==> src/rtl/amba3_apb_regbank.sv <==
// APB3 completer backed by a bank of NUM_REGS word registers with optional
// read-only slots, programmable wait states and error responses.
module amba3_apb_regbank #(
  parameter int                      ADDR_SIZE   = 32,
  parameter int                      DATA_SIZE   = 32,
  parameter int                      NUM_REGS    = 16,
  parameter logic [ADDR_SIZE-1:0]    BASE_ADDR   = '0,
  parameter int                      WAIT_CYCLES = 0,
  parameter logic [NUM_REGS-1:0]     RO_MASK     = '0
) (
  input  logic                          pclk,
  input  logic                          preset,
  input  logic [ADDR_SIZE-1:0]          paddr,
  input  logic                          psel,
  input  logic                          penable,
  input  logic                          pwrite,
  input  logic [DATA_SIZE-1:0]          pwdata,
  output logic                          pready,
  output logic [DATA_SIZE-1:0]          prdata,
  output logic                          pslverr,
  output logic [NUM_REGS*DATA_SIZE-1:0] reg_q,
  input  logic [NUM_REGS*DATA_SIZE-1:0] hw_rdata,
  output logic [NUM_REGS-1:0]           wr_pulse
);
  localparam int LSB   = $clog2(DATA_SIZE / 8);
  localparam int IDX_W = (NUM_REGS > 1) ? $clog2(NUM_REGS) : 1;
  localparam logic [ADDR_SIZE-1:0] ALIGN_MASK = ADDR_SIZE'((1 << LSB) - 1);
  localparam logic [3:0] WAIT_INIT = 4'(WAIT_CYCLES);

  typedef enum logic {S_IDLE, S_ACCESS} state_t;

  state_t               r_state, w_state_next;
  logic [3:0]           r_cnt, w_cnt_next;
  logic                 r_write, w_write_next;
  logic [IDX_W-1:0]     r_idx, w_idx_next;
  logic                 r_err, w_err_next;
  logic                 r_pready, w_pready_next;
  logic [DATA_SIZE-1:0] r_prdata, w_prdata_next;
  logic                 r_pslverr, w_pslverr_next;
  logic                 w_commit;
  logic [NUM_REGS-1:0]  r_wr_pulse;
  logic [DATA_SIZE-1:0] r_regs   [NUM_REGS];
  logic [DATA_SIZE-1:0] w_rd_vals[NUM_REGS];

  logic [ADDR_SIZE-1:0] w_off, w_word;
  logic [IDX_W-1:0]     w_dec_idx, w_sel_idx;
  logic                 w_dec_err, w_sel_err, w_sel_write;
  logic [DATA_SIZE-1:0] w_rd_data;

  genvar gi;
  generate
    for (gi = 0; gi < NUM_REGS; gi++) begin : g_slot
      assign reg_q[gi*DATA_SIZE +: DATA_SIZE] = r_regs[gi];
      assign w_rd_vals[gi] = RO_MASK[gi] ? hw_rdata[gi*DATA_SIZE +: DATA_SIZE] : r_regs[gi];
    end
  endgenerate

  always_comb begin
    w_off     = paddr - BASE_ADDR;
    w_word    = w_off >> LSB;
    w_dec_idx = w_word[IDX_W-1:0];
    w_dec_err = (paddr < BASE_ADDR) || ((w_off & ALIGN_MASK) != '0) ||
                (w_word >= ADDR_SIZE'(NUM_REGS));
    if (!w_dec_err && pwrite && RO_MASK[w_dec_idx]) begin
      w_dec_err = 1'b1;
    end
  end

  // With zero wait states the response is loaded on the setup edge, so the
  // live decode is used there; otherwise the latched decode is used.
  always_comb begin
    w_sel_idx   = (r_state == S_IDLE) ? w_dec_idx : r_idx;
    w_sel_err   = (r_state == S_IDLE) ? w_dec_err : r_err;
    w_sel_write = (r_state == S_IDLE) ? pwrite    : r_write;
    w_rd_data   = (w_sel_err || w_sel_write) ? '0 : w_rd_vals[w_sel_idx];
  end

  always_comb begin
    w_state_next   = r_state;
    w_cnt_next     = r_cnt;
    w_write_next   = r_write;
    w_idx_next     = r_idx;
    w_err_next     = r_err;
    w_pready_next  = r_pready;
    w_prdata_next  = r_prdata;
    w_pslverr_next = r_pslverr;
    w_commit       = 1'b0;
    case (r_state)
      S_IDLE: begin
        if (psel && !penable) begin
          w_state_next = S_ACCESS;
          w_cnt_next   = WAIT_INIT;
          w_write_next = pwrite;
          w_idx_next   = w_dec_idx;
          w_err_next   = w_dec_err;
          if (WAIT_CYCLES == 0) begin
            w_pready_next  = 1'b1;
            w_prdata_next  = w_rd_data;
            w_pslverr_next = w_dec_err;
          end
        end
      end
      S_ACCESS: begin
        if (!psel) begin
          w_state_next   = S_IDLE;
          w_cnt_next     = '0;
          w_pready_next  = 1'b0;
          w_prdata_next  = '0;
          w_pslverr_next = 1'b0;
        end else if (penable) begin
          if (r_pready) begin
            w_state_next   = S_IDLE;
            w_pready_next  = 1'b0;
            w_prdata_next  = '0;
            w_pslverr_next = 1'b0;
            w_commit       = r_write && !r_err;
          end else begin
            w_cnt_next = r_cnt - 4'd1;
            if (r_cnt == 4'd1) begin
              w_pready_next  = 1'b1;
              w_prdata_next  = w_rd_data;
              w_pslverr_next = r_err;
            end
          end
        end
      end
      default: w_state_next = S_IDLE;
    endcase
  end

  always_ff @(posedge pclk or posedge preset) begin
    if (preset) begin
      r_state   <= S_IDLE;
      r_cnt     <= '0;
      r_write   <= 1'b0;
      r_idx     <= '0;
      r_err     <= 1'b0;
      r_pready  <= 1'b0;
      r_prdata  <= '0;
      r_pslverr <= 1'b0;
    end else begin
      r_state   <= w_state_next;
      r_cnt     <= w_cnt_next;
      r_write   <= w_write_next;
      r_idx     <= w_idx_next;
      r_err     <= w_err_next;
      r_pready  <= w_pready_next;
      r_prdata  <= w_prdata_next;
      r_pslverr <= w_pslverr_next;
    end
  end

  // pwdata is taken at the completing edge; APB keeps it stable for the transfer.
  always_ff @(posedge pclk or posedge preset) begin
    if (preset) begin
      r_wr_pulse <= '0;
      for (int i = 0; i < NUM_REGS; i++) begin
        r_regs[i] <= '0;
      end
    end else begin
      for (int i = 0; i < NUM_REGS; i++) begin
        r_wr_pulse[i] <= w_commit && (r_idx == IDX_W'(i));
        if (w_commit && (r_idx == IDX_W'(i))) begin
          r_regs[i] <= pwdata;
        end
      end
    end
  end

  assign pready   = r_pready;
  assign prdata   = r_prdata;
  assign pslverr  = r_pslverr;
  assign wr_pulse = r_wr_pulse;
endmodule

==> config.mk <==
export PLATFORM = sky130hd
export DESIGN_NAME = amba3_apb_regbank
export DESIGN_NICKNAME = d
export VERILOG_FILES = /design/src/rtl/amba3_apb_regbank.sv
export SDC_FILE = /design/constraint.sdc
export NUM_CORES = 1
export LEC_CHECK = 0
export CAP_MARGIN = 20
export CORE_AREA = 2 2 445 447
export CTS_CLUSTER_DIAMETER = 50
export DETAILED_ROUTE_END_ITERATION = 12
export DIE_AREA = 0 0 447 449
export PLACE_DENSITY_LB_ADDON = 0.1
export SLEW_MARGIN = 20
export SYNTH_ARGS = -nofsm -noshare
export SYNTH_HDL_FRONTEND = slang
export SYNTH_SLANG_ARGS = --single-unit
==> constraint.sdc <==
create_clock -name pclk -period 31.1 [get_ports pclk]
set_clock_uncertainty 0.05 [all_clocks]
set_input_delay 3.11 -clock pclk [delete_from_list [all_inputs] [get_ports pclk]]
set_output_delay 3.11 -clock pclk [all_outputs]
set_load 0.01 [all_outputs]
[Word level (Yosys, flattened, before mapping)]
Memory sizes are Yosys's and may differ from the RTL's.
Index checks and enable logic that the tools add are counted.
W data, S select, Z words.
Cells by class
  add/sub/neg operators: 1
  multiply operators: 0
  divide/modulo/power cells: 0
  $lt $le $gt $ge: 4
  equal/unequal tests: 20
  shifts and indexed selects: 0
  mux-type cells: 41
  bitwise operators: 2
  reduce and logical (&&, ||, !) cells: 32
Operator list (number)
  $mux W32: 8
  $bmux W32 S4: 1
  $pmux W32 S2: 1
  $eq A4 B4 Y1 const B: 8
  $lt A32 B1 Y1 const B: 1
  $reduce_bool A32 Y1: 1
  $ge A30 B5 Y1 const B: 1
  $mux W1: 22
  $logic_and A1 B1 Y1: 20
  $mux W4: 5
  $eq A4 B3 Y1 const B: 4
  $eq A4 B1 Y1 const B: 2
  $eq A4 B2 Y1 const B: 2
  $pmux W4 S2: 1
  $ne A3 B3 Y1 const B: 2
  $pmux W1 S2: 3
  $reduce_and A3 Y1: 2
  $ge A5 B5 Y1 const B: 1
  $lt A4 B5 Y1 const B: 1
  $not A4 Y5: 1
  $logic_not A4 Y1: 1
  $ne A4 B2 Y1 const B: 1
  $reduce_and A2 Y1: 2
  $sub A4 B1 Y4 const B: 1
  4 further kinds: 8
Word-level totals
  flip-flop bits (word level): 573
  latch bits: 0
  memory bits (writable): 0
  bits in read-only memories: 16
  logic and storage cells: 126
  memories kept: 1
Memories
  (no name shown): depth 16, bits a word 1, read ports 1, clocked after Yosys merged registers in 0, write ports 0, RTL line 64  | if (!w_dec_err && pwrite && RO_MASK[w_dec_idx]) begin

[Logic depth before layout (Yosys ltp)]
  depth after elaboration: 15
  depth in mapped cells: 11

[Worst setup path before layout]
No wires, ideal clock.
  path kind: input-to-reg
  start point: in penable
  end point: reg r_prdata[0], in the netlist prdata[0]
  data arrival time: 4504 ps
  data required time: 30901 ps
  setup slack: 26397 ps
  stages: 9
  path buffers: 2
  path through: nand2b_1 > inv_1 > ha_1 > nor2_1 > o21ai_1 > buf_2 > buf_2 > a2111oi_0 > a221oi_1
On the way
  cells in the longest elaborated chain, start to end: 4
RTL lines
  start, declared: RTL line 15  | input logic penable,
  $logic_not A1 Y1: RTL line 90  | if (psel && !penable) begin
  $logic_and A1 B1 Y1: RTL line 90
  $ne A2 B1 Y1 (no line)
  $reduce_and A3 Y1 (no line) *
  end signal, assigned: RTL line 148  | r_prdata <= w_prdata_next;
  end, declared: RTL line 38  | logic [DATA_SIZE-1:0] r_prdata, w_prdata_next;
Every way passes the cells marked *; elsewhere a longest branch is shown, timed or not.
A chain may end at the register's enable or synchronous reset.

[Final worst setup path]
  start point: in paddr[2]
  end point: reg r_prdata[20], in the netlist prdata[20]
On the way
  cells in the longest elaborated chain, start to end: 15
RTL lines
  start, declared: RTL line 13  | input logic [ADDR_SIZE-1:0] paddr,
  $lt A32 B1 Y1: RTL line 62  | w_dec_err = (paddr < BASE_ADDR) || ((w_off & ALIGN_MASK) != '0) ||
  $logic_or A1 B1 Y1 (2 in series): RTL line 62
  $logic_not A1 Y1: RTL line 64
  $logic_and A1 B1 Y1 (2 in series): RTL line 64
  $mux W1: RTL line 64
  $mux W1: RTL line 73  | w_sel_err = (r_state == S_IDLE) ? w_dec_err : r_err;
  $logic_or A1 B1 Y1: RTL line 75  | w_rd_data = (w_sel_err || w_sel_write) ? '0 : w_rd_vals[w_sel_idx];
  $mux W32 *: RTL line 75
  $mux W32: RTL line 119  | if (r_cnt == 4'd1) begin
  $mux W32: RTL line 111  | if (r_pready) begin
  $mux W32: RTL line 110  | end else if (penable) begin
  $mux W32: RTL line 104  | if (!psel) begin
  $pmux W32 S2 *: RTL line 88  | case (r_state)
Every way passes the cells marked *; elsewhere a longest branch is shown, timed or not. The select of a mux whose other input is x is not followed.

==> insert_results.sql <==
INSERT INTO impl_metrics (metric_group, metric, value, unit) VALUES
('global_routing', 'grt_max_degree', '154', ''),
('routing', 'drc', '0', ''),
('global_routing', 'global_route.peak_usage_layer', 'met2', ''),
('timing', 'setup_violations', '0', ''),
('placement', 'pre_cts_ws', '23.65', 'ns'),
('global_routing', 'groute.layer.met2.usage', '21.9', '%'),
('worst_setup_path', 'cp_data_required_time', '31.62', 'ns'),
('timing', 'maxSlewHeadroom', '20.4', '%'),
('timing', 'hold_violations', '0', ''),
('global_routing', 'grt_resource_usage_total', '14.7', '%'),
('worst_setup_path', 'cp_data_arrival_time', '7.15', 'ns'),
('timing', 'period_share', '21.3', '%'),
('floorplanning', 'fp.dieW', '447', 'µm'),
('placement', 'detailedPlacementHpwl', '104000', 'µm'),
('floorplanning', 'core.rowCount', '163', ''),
('floorplanning', 'initial_utilization', '13.2', '%'),
('run_status', 'outcome', 'finished clean', ''),
('worst_setup_path', 'critical_path_buf_inv_count', '4', ''),
('power', 'power.share.sequential', '33.8', '%'),
('worst_setup_path', 'critical-path-top-delay-family', 'buffers and inverters', ''),
('power', 'comb_power_share', '7.3', '%'),
('worst_setup_path', 'crit_path_max_fanout', '42', ''),
('floorplanning', 'chipHeight', '449', 'µm'),
('global_routing', 'grt_pass1_wl', '200000', 'µm'),
('clock_network', 'ctsResizeCount', '0', ''),
('timing', 'rsz0062_at_grt', 'false', ''),
('floorplanning', 'die_area', '0.201', 'mm²'),
('yosys', 'async_reset_ff_share', '100', '%'),
('timing', 'period_needed', '6.63', 'ns'),
('routing', 'avgViaCountPerCell', '3.77', ''),
('global_routing', 'number_of_antenna_violations_at_the_first_check_in_global_routing', '17', ''),
('clock_network', 'cts-htree-levels', '3', ''),
('placement', 'finalWeightedCongestion', '0.734', ''),
('timing', 'setup_total_negative_slack', '0', 'ns'),
('clock_network', 'cts.path.max_buffers', '3', ''),
('layout', 'final_common_cell', 'sky130_fd_sc_hd__clkdlybuf4s50_1', ''),
('yosys', 'synth-seq-area-share', '55.3', '%'),
('routing', 'avgRoutedWirePerCell', '28.2', 'µm'),
('layout', 'layout_common_cells', '630 x sky130_fd_sc_hd__clkdlybuf4s50_1, 573 x sky130_fd_sc_hd__dfrtp_1, 470 x sky130_fd_sc_hd__mux2_2', ''),
('routing', 'drt-pass1-iter-count', '4', ''),
('timing', 'maximum_frequency_from_static_timing_analysis', '151', 'MHz'),
('clock_network', 'clock-root-buffer', 'sky130_fd_sc_hd__clkbuf_16', ''),
('routing', 'ant_nets', '0', ''),
('power', 'netSwitchingPower', '0.590', 'mW'),
('yosys', 'syn_area_per_cell', '13.2', 'µm²'),
('worst_setup_path', 'crit_path_frequent_cell', 'sky130_fd_sc_hd__buf_4', ''),
('power', 'power_per_cell_area', '57.3', 'mW/mm²'),
('hold_path', 'min_delay_worst_type', 'flop to flop', ''),
('power', 'netSwitchingFraction', '26.0', '%'),
('clock_network', 'postCtsHoldBufs', '0', ''),
('clock_network', 'postCtsSetupBuffers', '0', ''),
('global_routing', 'globalRoute.totalOverflow', '0', ''),
('placement', 'buffer_ports.inserted', '630', ''),
('worst_setup_path', 'timing.setup.critical_path_class', 'input pin to flop', ''),
('worst_setup_path', 'worstPathCellList', 'clkdlybuf4s50_1 -> mux2_8 -> buf_4 -> buf_4 -> mux2i_1 -> o22ai_1 -> a2111oi_0 -> buf_4 -> a221oi_1', ''),
('clock_network', 'cts_tree', 'built', ''),
('clock_network', 'numCtsBuffers', '121', ''),
('floorplanning', 'num_io_pins', '1143', ''),
('global_routing', 'via_count_of_the_first_global_routing_pass', '21399', ''),
('worst_setup_path', 'crit_path_start_kind', 'input pin', ''),
('worst_setup_path', 'r2r_slack', '26.24', 'ns'),
('global_routing', 'global_route.usage.met3', '6.77', '%'),
('worst_setup_path', 'max_stage_delay', '0.94', 'ns'),
('routing', 'wirelength_routed', '151000', 'µm'),
('routing', 'vias', '20152', ''),
('layout', 'multi_input_area', '0.0109', 'mm²'),
('clock_network', 'clkSlewWorstSetupHoldPaths', '0.05', 'ns'),
('power', 'cellLeakagePower', '17.3', 'nW'),
('timing', 'timing_max_transition_violations_final', '0', ''),
('global_routing', 'grt_util_met1', '18.4', '%'),
('layout', 'flow.area_growth_from_synthesis', '52.5', '%');
[cells by family after synthesis]
family          after synthesis  synth area share, %
flops                       573                 55.3
simple gates                254                 4.84
buf+inv                     184                 3.35
fa+ha+maj                     5                0.241
compound gates              243                 6.34
mux                         711                 29.9
[power groups by stage]
stage | logic (mW) | clock network, mW | registers (mW)
3_5_place_dp | 0.171 | 0 | 0.777
4_1_cts | 0.172 | 1.38 | 0.765
2_1_floorplan | 0.0851 | 0 | 0.773
6_report | 0.166 | 1.34 | 0.765
5_1_grt | 0.178 | 1.41 | 0.766
3_3_place_gp | 0.171 | 0 | 0.776
[final cells by class]
type / instances / share of cell area [%]
timing repair buffer: 677 / 17.0
clock inverter: 60 / 1.96
clock buffer: 163 / 8.56
tap: 2640 / 8.35
inverter: 18 / 0.190
antenna: 7 / 0.0443
sequential: 573 / 36.3
multi-input combinational: 1213 / 27.6
[synthesized netlist by cell type, types with 4 or more instances]
| cell | count | area, µm² |
|---|---|---|
| sky130_fd_sc_hd__a2111oi_0 | 31 | 272 |
| sky130_fd_sc_hd__a21oi_1 | 66 | 330 |
| sky130_fd_sc_hd__a221oi_1 | 31 | 272 |
| sky130_fd_sc_hd__and3_1 | 5 | 31.3 |
| sky130_fd_sc_hd__buf_1 | 20 | 75.1 |
| sky130_fd_sc_hd__buf_2 | 40 | 200 |
| sky130_fd_sc_hd__buf_4 | 26 | 195 |
| sky130_fd_sc_hd__buf_6 | 4 | 45.0 |
| sky130_fd_sc_hd__clkbuf_1 | 75 | 282 |
| sky130_fd_sc_hd__dfrtp_1 | 573 | 14300 |
| sky130_fd_sc_hd__ha_1 | 5 | 62.6 |
| sky130_fd_sc_hd__inv_1 | 17 | 63.8 |
| sky130_fd_sc_hd__mux2_1 | 46 | 518 |
| sky130_fd_sc_hd__mux2_2 | 472 | 5320 |
| sky130_fd_sc_hd__mux2i_1 | 193 | 1930 |
| sky130_fd_sc_hd__nand2_1 | 178 | 668 |
| sky130_fd_sc_hd__nor2_1 | 10 | 37.5 |
| sky130_fd_sc_hd__nor4_1 | 8 | 50.1 |
| sky130_fd_sc_hd__nor4b_1 | 32 | 280 |
| sky130_fd_sc_hd__o21ai_0 | 6 | 30.0 |
| sky130_fd_sc_hd__o22ai_1 | 95 | 594 |
[worst min-delay path, cell delays in order, from the launching register on]
cell,delay (ns)
sky130_fd_sc_hd__dfrtp_1,0.35
sky130_fd_sc_hd__nand2_1,0.05
sky130_fd_sc_hd__o21ai_0,0.06
[worst paths after layout]
| check | from | endpoint | cells past startpoint |
|---|---|---|---|
| max | paddr[2] | prdata[20]$_DFFE_PP0P_ | 9 |
| min | pslverr$_DFFE_PP0P_ | pslverr$_DFFE_PP0P_ | 2 |
| max reg2reg | r_state$_DFF_PP0_ | prdata[20]$_DFFE_PP0P_ | 8 |
| min reg2reg | pslverr$_DFFE_PP0P_ | pslverr$_DFFE_PP0P_ | 2 |
| max in group asynchronous | preset | reg_q[21]$_DFFE_PP0P_ | 4 |
| min in group asynchronous | preset | wr_pulse[3]$_DFF_PP0_ | 2 |
[state kept, by name (all words and copies together) (netlist names)]
register,flops
reg_q,512
pready,1
r_cnt,4
wr_pulse,16
r_err,1
prdata,32
pslverr,1
r_write,1
r_state,1
r_idx,4
[metal layers]
| metal | vias to the layer above | part of all wire [%] |
|---|---|---|
| met3 | 200 | 11 |
| met5 | - | 0.014 |
| li1 | 8560 | - |
| met1 | 10583 | 43 |
| met2 | 805 | 43 |
| met4 | 4 | 3.3 |
[through the flow]
stage | cells | hold slack (ns) | power, mW | area (µm²) | utilization, %
floorplan | 1970 | 0.412 | 0.859 | 25900 | -
finish | 5351 | 0.440 | 2.27 | 39500 | 20.2
global placement | 5118 | 0.425 | 0.947 | 35300 | 18.0
CTS | 5342 | 0.446 | 2.31 | 39500 | 20.1
detailed placement | 5119 | 0.435 | 0.948 | 35300 | 18.0
global route | 5345 | 0.488 | 2.36 | 39500 | 20.2
(Power assumes the default switching activity.)
